--- config.mk ---
export PLATFORM = sky130hd
export DESIGN_NAME = cheshire_rst_rtc_gen_flat
export DESIGN_NICKNAME = d
export VERILOG_FILES = /design/src/rtl/cheshire_rst_rtc_gen_if.sv /design/src/rtl/cheshire_rst_rtc_gen.sv /design/src/flat_wrapper.sv
export SDC_FILE = /design/constraint.sdc
export NUM_CORES = 1
export LEC_CHECK = 0
export CAP_MARGIN = 20
export CORE_ASPECT_RATIO = 0.6
export CORE_UTILIZATION = 55
export DETAILED_ROUTE_END_ITERATION = 8
export PLACE_DENSITY = 0.76
export SKIP_CTS_REPAIR_TIMING = 1
export SYNTH_ARGS = -nofsm -noshare
export SYNTH_HDL_FRONTEND = slang
export SYNTH_SLANG_ARGS = --single-unit
--- constraint.sdc ---
create_clock -name clk_i -period 3.4 [get_ports clk_i]
set_input_delay 0.68 -clock clk_i [delete_from_list [all_inputs] [get_ports clk_i]]
set_output_delay 0.68 -clock clk_i [all_outputs]
set_load 0.05 [all_outputs]
--- src/rtl/cheshire_rst_rtc_gen_if.sv ---
// Board reset inputs and generated SoC reset / RTC outputs of cheshire_rst_rtc_gen.
interface cheshire_rst_rtc_gen_if;
    logic       cpu_reset_i;
    logic       jtag_trst_ni;
    logic       soc_rst_no;
    logic       rtc_o;
    logic       rtc_tick_o;
    logic [1:0] rst_cause_o;

    modport master (
        output cpu_reset_i, jtag_trst_ni,
        input  soc_rst_no, rtc_o, rtc_tick_o, rst_cause_o
    );

    modport slave (
        input  cpu_reset_i, jtag_trst_ni,
        output soc_rst_no, rtc_o, rtc_tick_o, rst_cause_o
    );
endinterface

--- src/rtl/cheshire_rst_rtc_gen.sv ---
// SoC reset sequencer (synchronize, debounce, stretch) with a free-running RTC divider
// and sticky reset-cause flags.
module cheshire_rst_rtc_gen #(
    parameter int unsigned ClkFreqHz      = 200000000,
    parameter int unsigned RtcFreqHz      = 1000000,
    parameter int unsigned SyncStages     = 2,
    parameter int unsigned DebounceCycles = 1024,
    parameter int unsigned StretchCycles  = 256
) (
    input logic                   clk_i,
    input logic                   rst_i,
    cheshire_rst_rtc_gen_if.slave bus
);
    localparam int unsigned Div    = ClkFreqHz / RtcFreqHz;
    localparam int unsigned Hi     = Div / 2;
    localparam int unsigned RcntW  = (Div > 2) ? $clog2(Div) : 1;
    localparam int unsigned MaxCnt = (DebounceCycles > StretchCycles) ? DebounceCycles : StretchCycles;
    localparam int unsigned CntW   = (MaxCnt > 2) ? $clog2(MaxCnt) : 1;

    localparam logic [CntW-1:0]  DebLast  = CntW'(DebounceCycles - 1);
    localparam logic [CntW-1:0]  StrLast  = CntW'(StretchCycles - 1);
    localparam logic [RcntW-1:0] RcntLast = RcntW'(Div - 1);
    localparam logic [RcntW-1:0] HiLast   = RcntW'(Hi - 1);

    if (Div < 2) begin : g_bad_div
        $error("cheshire_rst_rtc_gen: ClkFreqHz/RtcFreqHz must be at least 2");
    end
    if (SyncStages < 1) begin : g_bad_sync
        $error("cheshire_rst_rtc_gen: SyncStages must be at least 1");
    end
    if (DebounceCycles < 1 || StretchCycles < 1) begin : g_bad_cnt
        $error("cheshire_rst_rtc_gen: DebounceCycles and StretchCycles must be at least 1");
    end

    typedef enum logic [1:0] {HOLD, DEBOUNCE, STRETCH, RUN} state_e;

    logic [SyncStages-1:0] btn_sync, trst_sync;
    logic                  btn_s, trst_s, req_s;
    state_e                state, state_next;
    logic [CntW-1:0]       cnt, cnt_next;
    logic [1:0]            cause, cause_next;
    logic [RcntW-1:0]      rcnt;
    logic                  rtc, tick;

    // Reset preloads the chains so the request is asserted until real pin values arrive.
    always_ff @(posedge clk_i) begin
        if (rst_i) begin
            btn_sync  <= '1;
            trst_sync <= '0;
        end else begin
            btn_sync[0]  <= bus.cpu_reset_i;
            trst_sync[0] <= bus.jtag_trst_ni;
            for (int i = 1; i < int'(SyncStages); i++) begin
                btn_sync[i]  <= btn_sync[i-1];
                trst_sync[i] <= trst_sync[i-1];
            end
        end
    end

    assign btn_s  = btn_sync[SyncStages-1];
    assign trst_s = trst_sync[SyncStages-1];
    assign req_s  = btn_s | ~trst_s;

    always_comb begin
        state_next = state;
        cnt_next   = cnt;
        cause_next = cause;
        if (req_s) begin
            // A request wins over any terminal count reached in the same cycle.
            state_next = HOLD;
            cnt_next   = '0;
            if (state != HOLD) begin
                cause_next = cause | {~trst_s, btn_s};
            end
        end else begin
            unique case (state)
                HOLD: begin
                    state_next = DEBOUNCE;
                    cnt_next   = '0;
                end
                DEBOUNCE: begin
                    if (cnt == DebLast) begin
                        state_next = STRETCH;
                        cnt_next   = '0;
                    end else begin
                        cnt_next = cnt + CntW'(1);
                    end
                end
                STRETCH: begin
                    if (cnt == StrLast) begin
                        state_next = RUN;
                        cnt_next   = '0;
                    end else begin
                        cnt_next = cnt + CntW'(1);
                    end
                end
                default: state_next = state;
            endcase
        end
    end

    always_ff @(posedge clk_i) begin
        if (rst_i) begin
            state <= HOLD;
            cnt   <= '0;
            cause <= '0;
        end else begin
            state <= state_next;
            cnt   <= cnt_next;
            cause <= cause_next;
        end
    end

    // RTC divider runs regardless of the reset sequencer.
    always_ff @(posedge clk_i) begin
        if (rst_i) begin
            rcnt <= '0;
            rtc  <= 1'b0;
            tick <= 1'b0;
        end else begin
            rcnt <= (rcnt == RcntLast) ? '0 : rcnt + RcntW'(1);
            tick <= (rcnt == RcntLast);
            if (rcnt == RcntLast) begin
                rtc <= 1'b1;
            end else if (rcnt == HiLast) begin
                rtc <= 1'b0;
            end
        end
    end

    assign bus.soc_rst_no  = (state == RUN);
    assign bus.rtc_o       = rtc;
    assign bus.rtc_tick_o  = tick;
    assign bus.rst_cause_o = cause;
endmodule
--- src/flat_wrapper.sv ---
// flat-port wrapper written by rule: the top's interface ports become plain ports
module cheshire_rst_rtc_gen_flat 
#(
    parameter int unsigned ClkFreqHz      = 200000000,
    parameter int unsigned RtcFreqHz      = 1000000,
    parameter int unsigned SyncStages     = 2,
    parameter int unsigned DebounceCycles = 1024,
    parameter int unsigned StretchCycles  = 256
)
  (clk_i, rst_i, bus_cpu_reset_i, bus_jtag_trst_ni, bus_soc_rst_no, bus_rtc_o, bus_rtc_tick_o, bus_rst_cause_o);
  cheshire_rst_rtc_gen_if bus_i ();
  input logic clk_i;
  input logic rst_i;
  input wire logic [$bits(bus_i.cpu_reset_i)-1:0] bus_cpu_reset_i;
  input wire logic [$bits(bus_i.jtag_trst_ni)-1:0] bus_jtag_trst_ni;
  output wire logic [$bits(bus_i.soc_rst_no)-1:0] bus_soc_rst_no;
  output wire logic [$bits(bus_i.rtc_o)-1:0] bus_rtc_o;
  output wire logic [$bits(bus_i.rtc_tick_o)-1:0] bus_rtc_tick_o;
  output wire logic [$bits(bus_i.rst_cause_o)-1:0] bus_rst_cause_o;
  assign bus_i.cpu_reset_i = bus_cpu_reset_i;
  assign bus_i.jtag_trst_ni = bus_jtag_trst_ni;
  assign bus_soc_rst_no = bus_i.soc_rst_no;
  assign bus_rtc_o = bus_i.rtc_o;
  assign bus_rtc_tick_o = bus_i.rtc_tick_o;
  assign bus_rst_cause_o = bus_i.rst_cause_o;
  cheshire_rst_rtc_gen #(.ClkFreqHz(ClkFreqHz), .RtcFreqHz(RtcFreqHz), .SyncStages(SyncStages), .DebounceCycles(DebounceCycles), .StretchCycles(StretchCycles)) u_core (.clk_i(clk_i), .rst_i(rst_i), .bus(bus_i));
endmodule
; Yosys cells after proc, flatten, opt, wreduce, memory -nomap -nowiden
; Cells that the tools add are included.
[totals]
register_bits = 28
latchBits = 0
ram_bits = 0
rom_bits = 0
inputBits = 4
out_inout_bits = 5
wordCells = 38
mem_count = 0
[classes]
addsub = 2
multipliers = 0
n_div = 0
magnitude_cmp = 0
n_eq_ne = 9
n_shift = 0
muxes = 8
n_bitwise = 3
reduce_logical = 8
[ops]
columns = operator, count
row1 = one-hot mux 10 bit (3 select lines), 1
row2 = two-way mux 10 bit, 2
row3 = adder 10 x 1 -> 10 bit (second input constant), 1
row4 = equality test 10 bit (second input constant), 1
row5 = equality test 10 x 8 -> 1 bit (second input constant), 1
row6 = adder 8 x 1 -> 8 bit (second input constant), 1
row7 = equality test 8 x 7 -> 1 bit (second input constant), 1
row8 = equality test 8 bit (second input constant), 1
row9 = one-hot mux 2 bit (3 select lines), 1
row10 = equality test 2 bit (second input constant), 2
row11 = two-way mux 2 bit, 2
row12 = != test 2 x 1 -> 1 bit (second input constant), 2
row13 = nonzero test 2 bit, 2
row14 = OR reduction 2 bit, 2
row15 = AND reduction 3 bit, 1
row16 = nonzero test 3 bit, 1
row17 = equality test 2 x 1 -> 1 bit (second input constant), 1
row18 = logical NOT 2 bit, 1
row19 = two-way mux 1 bit, 2
row20 = bitwise OR 2 bit, 1
row21 = AND reduction 2 bit, 1
row22 = NOT 1 bit, 1
row23 = bitwise OR 1 bit, 1

; Depth between registers and ports, before layout
[depth]
word_depth = 3
mapped_depth = 7
ltp_nobuf = 6

; Least setup slack after synthesis
; OpenSTA, ideal clock, no wires.
[synth_path]
path_kind = register -> register
startpoint = reg u_core.state[0]
endpoint = reg u_core.cnt[4]
setup_ns = 0.119
t_arrival_ns = 1.477
t_required_ns = 3.281
path_slack_ns = 1.804
path_stages_with_launch = 8
n_path_buf = 1
period_less_slack_ns = 1.596
cell_sequence = dfxtp_1 inv_1 ha_1 or2_2 and2_1 buf_6 a31oi_1 a21oi_1
[synth_between]
elab_chain_len = 2
elab_cells_between_ends = 5
classes_between = eq/ne (2) / mux (1) / reduce/logical (2)
[synth_rtl]
columns = element, line
row1 = from (decl), cheshire_rst_rtc_gen.sv:39  ; state_e state, state_next;
row2 = from (signal assigned), cheshire_rst_rtc_gen.sv:108  ; state <= state_next;
row3 = equality test 2 bit (tied with other cells), cheshire_rst_rtc_gen.sv:76  ; unique case (state)
row4 = one-hot mux 10 bit (3 select lines) or nonzero test 3 bit (tied branches), -
row5 = to (signal assigned), cheshire_rst_rtc_gen.sv:109  ; cnt <= cnt_next;
row6 = to (decl), cheshire_rst_rtc_gen.sv:40  ; logic [CntW-1:0] cnt, cnt_next;
; Parallel ways exist; a longest one is shown, timed or not.
; A chain may end at the register's enable or synchronous reset.

; Worst setup path after layout
[layout_path]
startpoint = reg u_core.state[1]
endpoint = out bus_soc_rst_no
[layout_between]
elab_chain_len = 1
[layout_rtl]
columns = element, line
row1 = equality test 2 bit, cheshire_rst_rtc_gen.sv:131  ; assign bus.soc_rst_no = (state == RUN);
row2 = to (decl), flat_wrapper.sv:16  ; output wire logic [$bits(bus_i.soc_rst_no)-1:0] bus_soc_rst_no;
; No other way between the ends.

==> flow_summary.ini <==
[clock_network]
cts_max_level = 1
path_clk_slew_ns = 0.10
cts_sinks = 28
clock_tree.root_cell = clkbuf_8
cts_made_buffers = 3
clk-insertion-delay-late_ns = 0.28
cts_buffer_depth = 2
cts_tree = done

[die]
row_count = 13
io_pins = 9
dieHeight_um = 41.0
initial_core_util_pct = 61.3
dieWidth_um = 67.1
fp.dieArea_um2 = 2750
core-area_um2 = 2280

[cells_and_area]
drive_gt1_share_pct = 7.32
final_common_cell = dfxtp_1
num-nets-final = 177
final_cell_mix = dfxtp_1, nor2_1, nand3_1
n_antenna_cell = 0
area_growth_pct = 7.53
final_cell_count_no_fill = 194

[yosys]
yosys_most_used_dff = dfxtp_1
seq_area_frac_synth_pct = 40.1
async_reset_ff_share_pct = 0
syn_inst = 159
yosysWarnings = 0
ys_types = 41
synth.avg_cell_area_um2 = 8.78
synth-seq-cells = 28
synth-edff-count = 0
syn_area_um2 = 1400
synthesis.nets = 171

[worst_setup_path]
r2r_cells = 5
required_ns = 2.72
endpoint_kind = output port
rr_startpoint = u_core.state[1]$_SDFFE_PP0P_
critPathArrivalTime_ns = 1.74
cp-start-kind = register
path_class = register to output port
r2r_slack_ns = 1.03
cp_max_fo = 5
worstReg2RegEnd = u_core.state[0]$_SDFFE_PP0P_

[drt]
vias = 1134
ant_nets = 0
drt_iter0_markers = 119
wl_mm = 2.80
drc = 0
viasPerCell = 5.85
wl_per_cell_um = 14.4
dr.pass1.iters = 4

[sta]
worstMarginPinSlew_ns = 0.973
finalHoldViolCount = 0
finalSetupViolCount = 0
slew_headroom_pct = 34.9
whs_ns = 0.416
drv_slew = 0
fmax_ghz = 0.414
fin_crit_sh_pct = 71.1
rsz0062_at_grt = no
tns_ns = 0
min_period_ns = 2.42
fin_skew_ns = 0.00602

[worst_hold_path]
hold_path.class = register to register
hold_end = u_core.btn_sync[1]$_SDFF_PP1_
hold_depth = 1
min_from = u_core.btn_sync[0]$_SDFF_PP1_

[global_routing]
grt_pass1_wl_mm = 4.37
antenna_found_initial = 0
overflow = 0
grt_max_degree = 20
grt_pass1_vias = 904
grt_util_all_layers_pct = 23.2

[status]
status = finished, final reports clean

[pwr]
peakVddDrop_v = 0.000187
p_per_area_nw_per_um2 = 374
p_leak_nw = 0.527

[placement]
hpwl_mm = 2.02
io_buffer_count = 8
dp_cells = 190
place.gp.congestion = 0.790

[job]
drv_cap = 0
area by class of cell:
type / instances / area, µm²
tap: 30 / 37.5
multi-input combinational: 120 / 753
sequential: 28 / 561
inverter: 4 / 15.0
clock buffer: 4 / 55.1
timing repair buffer: 8 / 80.1
fill: 182 / 776
worst max-delay path: stages (launching register included):
cell and delay, ns:
dfxtp_1 0.47, ha_1 0.20, clkdlybuf4s50_1 0.79
logic make-up after synthesis:
group                    Yosys count  synth area share [%]
AO/OA/AOI/OAI                     25                  10.9
XOR/XNOR                           6                  3.76
adder cells (fa/ha/maj)            8                  7.17
buffers and inverters             11                  5.91
flip-flops                        28                  40.1
multiplexers                       1                 0.717
AND/OR/NAND/NOR                   80                  31.4
stage by stage:
stage | utilization (%) | cell area, µm² | total power [mW] | setup WS, ns
3_5_place_dp | 63.5 | 1450 | 0.362 | 0.936
4_1_cts | 65.9 | 1500 | 0.561 | 1.00
2_1_floorplan | - | 1400 | 0.355 | 1.80
6_report | 65.9 | 1500 | 0.561 | 0.982
5_1_grt | 65.9 | 1500 | 0.580 | 0.884
3_3_place_gp | 63.5 | 1450 | 0.361 | 0.989
worst max-delay path by stage:
stage / slack (ns) / to / start
finish: 0.98 / bus_soc_rst_no / u_core.state[1]$_SDFFE_PP0P_
global route: 0.88 / u_core.state[0]$_SDFFE_PP0P_ / u_core.state[1]$_SDFFE_PP0P_
CTS: 1.00 / bus_soc_rst_no / u_core.state[1]$_SDFFE_PP0P_
detailed placement: 0.94 / u_core.state[0]$_SDFFE_PP0P_ / rst_i
global placement: 0.99 / u_core.state[0]$_SDFFE_PP0P_ / rst_i
floorplan: 1.80 / u_core.cnt[4]$_SDFFE_PP0P_ / u_core.state[0]$_SDFFE_PP0P_
routing by layer:
metal  share of wire (%)  vias to the layer above  routed length [µm]  global-route usage, %
met5                   0                        -                   0                      0
met4                 1.2                        0                  34                   10.6
met3                 7.5                        5                 209                   6.94
met2                  38                       42                1070                   30.0
met1                  53                      508                1490                   34.1
li1                    -                      579                   -                      -
flip-flops by register name, indices dropped and copies added (netlist names):
register and cells:
u_core.btn_sync 2, u_core.bus.rst_cause_o 2, u_core.bus.rtc_o 1, u_core.bus.rtc_tick_o 1, u_core.cnt 10, u_core.rcnt 8
u_core.state 2, u_core.trst_sync 2
cells in the mapped netlist (4+ instances only):
| cell type | instances | area [µm²] |
|---|---|---|
| nand2_1 | 12 | 45.0 |
| nand3_1 | 13 | 65.1 |
| a31oi_1 | 6 | 37.5 |
| ha_1 | 8 | 100 |
| a21oi_1 | 10 | 50.1 |
| inv_1 | 4 | 15.0 |
| and3_1 | 4 | 25.0 |
| dfxtp_1 | 28 | 561 |
| or2_2 | 5 | 31.3 |
| nand4_1 | 5 | 31.3 |
| nor2_1 | 18 | 67.6 |
| xor2_1 | 4 | 35.0 |
power breakdown:
group / total, mW / leakage [nW] / internal [mW] / switching [mW]
Combinational: 0.0172 / 0.271 / 0.00885 / 0.00833
Sequential: 0.337 / 0.227 / 0.333 / 0.00396
Clock: 0.207 / 0.0288 / 0.104 / 0.103
Total: 0.561 / 0.527 / 0.446 / 0.115
(Power assumes the default switching activity.)
